**config.mk**
```make
export PLATFORM = sky130hd
export DESIGN_NAME = game_session_controller
export DESIGN_NICKNAME = d
export VERILOG_FILES = /design/src/rtl/game_session_controller.sv
export SDC_FILE = /design/constraint.sdc
export NUM_CORES = 1
export LEC_CHECK = 0
export CAP_MARGIN = 10
export CORE_MARGIN = 4
export CORE_UTILIZATION = 30
export CTS_CLUSTER_DIAMETER = 40
export DETAILED_ROUTE_END_ITERATION = 7
export PLACE_DENSITY = 0.61
export SYNTH_ARGS = -nofsm -noshare
export SYNTH_HDL_FRONTEND = slang
export SYNTH_SLANG_ARGS = --single-unit
```
**constraint.sdc**
```tcl
create_clock -name clk -period 4.4 [get_ports clk]
set_input_delay 0.88 -clock clk [delete_from_list [all_inputs] [get_ports clk]]
set_output_delay 0.88 -clock clk [all_outputs]
set_load 0.05 [all_outputs]
```
**src/rtl/game_session_controller.sv**
```systemverilog
// Session FSM: lives, level and per-level countdown.
// Turns collision levels and level/second pulses into game flags.
module game_session_controller #(
  parameter int LIVES      = 3,
  parameter int LEVELS     = 4,
  parameter int TIME_LIMIT = 60,
  parameter int COOLDOWN   = 2
) (
  input  logic       clk,
  input  logic       reset_n,
  input  logic       start,
  input  logic       collision,
  input  logic       levelDone,
  input  logic       secTick,
  output logic       playing,
  output logic       hitFlash,
  output logic       gameOver,
  output logic       gameFinished,
  output logic [2:0] livesLeft,
  output logic [2:0] level,
  output logic [7:0] timeLeft
);

  typedef enum logic [2:0] {
    IDLE,
    PLAY,
    HIT,
    WON,
    LOST
  } state_t;

  localparam logic [2:0] LivesInit = 3'(LIVES);
  localparam logic [2:0] LastLevel = 3'(LEVELS - 1);
  localparam logic [7:0] TimeInit  = 8'(TIME_LIMIT);
  localparam logic [3:0] CoolInit  = 4'(COOLDOWN);

  state_t     state;
  state_t     stateNext;
  logic [2:0] livesNext;
  logic [2:0] levelNext;
  logic [7:0] timeNext;
  logic [7:0] timeDec;
  logic [3:0] cool;
  logic [3:0] coolNext;
  logic       collD;
  logic       hit;
  logic       expire;

  // State, counters, edge register and decoded flags.
  always_ff @(posedge clk or negedge reset_n) begin
    if (!reset_n) begin
      state        <= IDLE;
      livesLeft    <= LivesInit;
      level        <= '0;
      timeLeft     <= TimeInit;
      cool         <= '0;
      collD        <= 1'b0;
      playing      <= 1'b0;
      hitFlash     <= 1'b0;
      gameOver     <= 1'b0;
      gameFinished <= 1'b0;
    end else begin
      state        <= stateNext;
      livesLeft    <= livesNext;
      level        <= levelNext;
      timeLeft     <= timeNext;
      cool         <= coolNext;
      collD        <= collision;
      playing      <= (stateNext == PLAY) || (stateNext == HIT);
      hitFlash     <= (stateNext == HIT);
      gameOver     <= (stateNext == LOST);
      gameFinished <= (stateNext == WON);
    end
  end

  // Next state and counters; levelDone beats hit beats expiry.
  always_comb begin
    stateNext = state;
    livesNext = livesLeft;
    levelNext = level;
    timeNext  = timeLeft;
    coolNext  = cool;
    hit       = (state == PLAY) && collision && !collD;
    expire    = secTick && (timeLeft <= 8'd1);
    timeDec   = timeLeft;
    if (secTick && (timeLeft != 8'd0)) begin
      timeDec = timeLeft - 8'd1;
    end
    case (state)
      PLAY, HIT: begin
        if (levelDone) begin
          coolNext = '0;
          if (level == LastLevel) begin
            stateNext = WON;
          end else begin
            stateNext = PLAY;
            levelNext = level + 3'd1;
            timeNext  = TimeInit;
          end
        end else if (hit) begin
          timeNext = timeDec;
          if (livesLeft > 3'd1) begin
            livesNext = livesLeft - 3'd1;
            coolNext  = CoolInit;
            stateNext = HIT;
          end else begin
            livesNext = '0;
            stateNext = LOST;
          end
        end else if (expire) begin
          timeNext  = '0;
          coolNext  = '0;
          stateNext = LOST;
        end else begin
          timeNext = timeDec;
          if ((state == HIT) && secTick) begin
            if (cool != 4'd0) begin
              coolNext = cool - 4'd1;
            end
            if (cool <= 4'd1) begin
              stateNext = PLAY;
            end
          end
        end
      end
      default: begin
        if (start) begin
          stateNext = PLAY;
          livesNext = LivesInit;
          levelNext = '0;
          timeNext  = TimeInit;
          coolNext  = '0;
        end
      end
    endcase
  end

endmodule

```
==> flow_summary.html <==
<table>
<tr><th>Metric</th><th>Value</th></tr>
<tr><th colspan="2">Logic synthesis</th></tr>
<tr><td>Avg Inst Size Synth</td><td>9.87 um2</td></tr>
<tr><td>Yosys warns</td><td>0</td></tr>
<tr><td>Synthesis-stage register bit count</td><td>26</td></tr>
<tr><td>Count of unique library cells instantiated by Yosys</td><td>49</td></tr>
<tr><td>Part of the Yosys area used for sequential elements</td><td>42.5%</td></tr>
<tr><td>Area of the mapped netlist</td><td>1550 um2</td></tr>
<tr><td>Cell taking the most area after synthesis</td><td>sky130_fd_sc_hd__dfrtp_1</td></tr>
<tr><td>Synth area leaders</td><td>sky130_fd_sc_hd__dfrtp_1, sky130_fd_sc_hd__dfstp_2, sky130_fd_sc_hd__ha_1</td></tr>
<tr><td>Number of enable-type register cells in the synthesized netlist</td><td>0</td></tr>
<tr><td>Fraction of registers with async set/reset</td><td>100%</td></tr>
<tr><td>Area share of the leading cell type in the synthesized netlist</td><td>32.3%</td></tr>
<tr><td>Main flop type after synthesis</td><td>sky130_fd_sc_hd__dfrtp_1</td></tr>
<tr><td>Number of cells produced by synthesis</td><td>157</td></tr>
<tr><td>Post-synthesis net count</td><td>171</td></tr>
<tr><th colspan="2">Timing</th></tr>
<tr><td>Worst setup skew after layout</td><td>0.00580 ns</td></tr>
<tr><td>Slew margin rel.</td><td>29.8%</td></tr>
<tr><td>Worst Hold Margin</td><td>0.513 ns</td></tr>
<tr><td>Actual transition at the worst max-transition pin</td><td>1.05 ns</td></tr>
<tr><td>Maximum achievable frequency</td><td>385 MHz</td></tr>
<tr><td>Total count of max-transition violations in the final report</td><td>0</td></tr>
<tr><td>Final Setup Violations</td><td>0</td></tr>
<tr><td>Unrepaired setup endpoints after global routing</td><td>no</td></tr>
<tr><td>Final critical delay including setup and external delays</td><td>2.59 ns</td></tr>
<tr><td>Final worst-path cycle share</td><td>59.0%</td></tr>
<tr><td>Final hold violation count</td><td>0</td></tr>
<tr><td>Setup TNS</td><td>0 ns</td></tr>
<tr><th colspan="2">Pwr</th></tr>
<tr><td>Leakage power figure</td><td>0.778 nW</td></tr>
<tr><td>IR drop worst, VDD</td><td>429 uV</td></tr>
<tr><td>Ratio of total power to cell area</td><td>687 nW/um2</td></tr>
<tr><td>Final Total Pwr</td><td>0.00131 W</td></tr>
<tr><th colspan="2">Placement</th></tr>
<tr><td>Quantity of I/O buffers inserted on ports</td><td>23</td></tr>
<tr><td>Post-Place Cell Area</td><td>1850 um2</td></tr>
<tr><td>Half-perimeter wire length after placement</td><td>2430 um</td></tr>
<tr><td>Final Wtd Congestion</td><td>0.800</td></tr>
<tr><th colspan="2">Finish</th></tr>
<tr><td>Area of all sequential standard cells</td><td>658 um2</td></tr>
<tr><td>Final cell area excluding filler cells</td><td>1910 um2</td></tr>
<tr><td>Number of fill cells</td><td>503</td></tr>
<tr><td>Area used by multi-input combinational logic</td><td>837 um2</td></tr>
<tr><td>Growth of design area from synthesis to finish</td><td>23.3%</td></tr>
<tr><td>Share of final-layout standard cells stronger than drive strength 1</td><td>14.8%</td></tr>
<tr><td>Most common library cell in the layout ignoring fill and taps</td><td>sky130_fd_sc_hd__clkdlybuf4s50_1</td></tr>
<tr><td>Count of antenna diodes in the layout</td><td>0</td></tr>
<tr><td>Net count, final</td><td>198</td></tr>
<tr><td>Commonest cells after routing, fill and taps aside</td><td>sky130_fd_sc_hd__clkdlybuf4s50_1, sky130_fd_sc_hd__dfrtp_1, sky130_fd_sc_hd__nor2_1</td></tr>
<tr><th colspan="2">Global routing</th></tr>
<tr><td>Antenna violations before repair</td><td>0</td></tr>
<tr><td>Number of global-route vias before repair</td><td>1230</td></tr>
<tr><td>Maximum number of pins on one net before global-route repair</td><td>25</td></tr>
<tr><td>Wire length of the first global-routing pass</td><td>5670 um</td></tr>
<tr><td>Tot GR Track Use</td><td>11.0%</td></tr>
<tr><td>Global-route congestion overflow total</td><td>0</td></tr>
<tr><th colspan="2">Worst hold path</th></tr>
<tr><td>Class of the most critical hold timing path</td><td>flop to flop</td></tr>
<tr><td>Worst Hold Path Cells</td><td>2</td></tr>
<tr><th colspan="2">Outcome</th></tr>
<tr><td>Run status</td><td>finished, final reports clean</td></tr>
<tr><th colspan="2">Critical path</th></tr>
<tr><td>Crit-path max cell delay</td><td>0.83 ns</td></tr>
<tr><td>Critical Path, Cell by Cell</td><td>clkdlybuf4s50_1</td></tr>
<tr><td>CP required</td><td>3.52 ns</td></tr>
<tr><td>Worst path arrival time</td><td>1.71 ns</td></tr>
<tr><td>Crit-path slowest cell</td><td>sky130_fd_sc_hd__clkdlybuf4s50_1</td></tr>
<tr><td>Category of the worst setup path launch point</td><td>flop</td></tr>
<tr><td>CP delay by family, top</td><td>buffers and inverters</td></tr>
<tr><td>Reg2Reg Setup Slack</td><td>2.38 ns</td></tr>
<tr><td>Worst path buffer plus inverter count</td><td>1</td></tr>
<tr><td>Crit-path max FO</td><td>7</td></tr>
<tr><td>Total number of cells along the worst setup path</td><td>1</td></tr>
<tr><td>Critical path class</td><td>flop to output port</td></tr>
<tr><td>Nature of the critical path endpoint</td><td>output port</td></tr>
<tr><td>Worst reg-to-reg path cell count</td><td>6</td></tr>
<tr><th colspan="2">Die</th></tr>
<tr><td>Area of the core</td><td>4850 um2</td></tr>
<tr><td>Floorplan row count</td><td>25</td></tr>
<tr><td>Die span in x</td><td>79.9 um</td></tr>
<tr><td>Initial Util</td><td>31.9%</td></tr>
<tr><td>Area of the die</td><td>6380 um2</td></tr>
<tr><td>I/O pin count</td><td>24</td></tr>
<tr><td>Overall die height</td><td>79.9 um</td></tr>
<tr><th colspan="2">Routing</th></tr>
<tr><td>Vias</td><td>1257</td></tr>
<tr><td>DRT iter0 DRCs</td><td>48</td></tr>
<tr><td>Number of remaining DRC errors</td><td>0</td></tr>
<tr><td>Mean routed wirelength per cell</td><td>12.7 um</td></tr>
<tr><td>Detailed-router iteration count before antenna repair</td><td>4</td></tr>
<tr><td>Via-per-instance ratio</td><td>5.03</td></tr>
<tr><td>Detail Route Antenna Nets</td><td>0</td></tr>
<tr><td>Total Wirelength</td><td>3180 um</td></tr>
<tr><th colspan="2">Clock network</th></tr>
<tr><td>Clock Tree Buf Depth</td><td>2</td></tr>
<tr><td>Clk Tree Root Cell</td><td>sky130_fd_sc_hd__clkbuf_8</td></tr>
<tr><td># resized after CTS</td><td>0</td></tr>
<tr><td>Clock sinks</td><td>26</td></tr>
<tr><td>Clock transition at the register clock pins on the worst setup and hold paths after CTS</td><td>0.09 ns</td></tr>
<tr><td>Number of buffers created by CTS</td><td>3</td></tr>
<tr><td>Buffers inserted during post-CTS setup optimization</td><td>0</td></tr>
<tr><td>TritonCTS clock tree</td><td>built</td></tr>
<tr><td>Clk Latency, worst-skew pair</td><td>0.27 ns</td></tr>
<tr><td>CTS Hold Buffers Added</td><td>0</td></tr>
<tr><td>H-tree Lvls</td><td>1</td></tr>
<tr><th colspan="2">Flow run</th></tr>
<tr><td>Max-capacitance violation count</td><td>0</td></tr>
</table>
## synth_stat cells (2+ instances only)
cell,count
sky130_fd_sc_hd__o22a_1,3
sky130_fd_sc_hd__inv_1,10
sky130_fd_sc_hd__a21oi_1,6
sky130_fd_sc_hd__o22ai_1,2
sky130_fd_sc_hd__a2bb2oi_1,2
sky130_fd_sc_hd__nand2b_1,4
sky130_fd_sc_hd__nor4_1,2
sky130_fd_sc_hd__dfrtp_1,20
sky130_fd_sc_hd__ha_1,8
sky130_fd_sc_hd__dfstp_2,6
sky130_fd_sc_hd__o21ai_0,10
sky130_fd_sc_hd__mux2i_1,2
sky130_fd_sc_hd__o21ba_2,2
sky130_fd_sc_hd__a31oi_1,4
sky130_fd_sc_hd__o21ai_1,6
sky130_fd_sc_hd__or3_1,2
sky130_fd_sc_hd__nor3_1,5
sky130_fd_sc_hd__o211ai_1,2
sky130_fd_sc_hd__nand2_1,13
sky130_fd_sc_hd__nor2_1,19
## worst min-delay path, cell delays in order, from the launching register on
cell and delay, ns:
sky130_fd_sc_hd__dfrtp_1 0.37, sky130_fd_sc_hd__nand2_1 0.05, sky130_fd_sc_hd__o21ai_0 0.06
## power by group
| group | switching, W | leakage (nW) | total [W] | internal [W] |
|---|---|---|---|---|
| Sequential | 0.0000813 | 0.322 | 0.000404 | 0.000323 |
| Combinational | 0.000467 | 0.427 | 0.000755 | 0.000288 |
| Clock | 0.0000735 | 0.0288 | 0.000153 | 0.0000800 |
## area by class of cell
class	count	share of cell area, %
Clock buffer	4	2.88
Inverter	10	1.97
Multi-Input combinational cell	119	43.8
Sequential cell	26	34.5
Tap cell	67	4.39
Timing Repair Buffer	24	12.5
## cells by family after synthesis
kind of cell               after synthesis  share of synthesized area (%)
AOI/OAI and AO/OA                       50                           24.3
xor gates and xnor gates                 1                           1.05
adders and majority gates                8                           6.46
buffers and inverters                   12                           3.47
DFF                                     26                           42.5
muxes                                    2                           1.29
and+or+nand+nor                         58                           20.9
## state kept, by name, indices dropped and copies added (netlist names)
register      cells
state             3
gameOver          1
livesLeft         3
level             3
gameFinished      1
playing           1
timeLeft          8
hitFlash          1
cool              4
collD             1
## metal layers
metal / vias up / routed length, um / global-route usage (%)
li1: 623 / - / -
met4: 0 / 26 / 2.20
met5: - / 0 / 0
met3: 5 / 119 / 2.71
met1: 608 / 1640 / 15.9
met2: 21 / 1400 / 16.8
## metrics by stage
stage                     util [%]  instances  setup slack [ns]
after floorplan                  -        157              2.34
after global placement        38.2        246              1.70
after detailed placement      38.2        246              1.66
after CTS                     39.4        250              1.79
after global routing          39.4        250              1.75
final                         39.4        250              1.81
## path summary, 6_finish.rpt
check	endpoint	start
max in group asynchronous	timeLeft[5]	reset_n
min in group asynchronous	state[2]	reset_n
worst max-delay path	timeLeft[4]	timeLeft[4]
worst min-delay path	level[2]	level[2]
worst min register to register	level[2]	level[2]
worst max register to register	gameOver	state[1]
(Power assumes the default switching activity.)
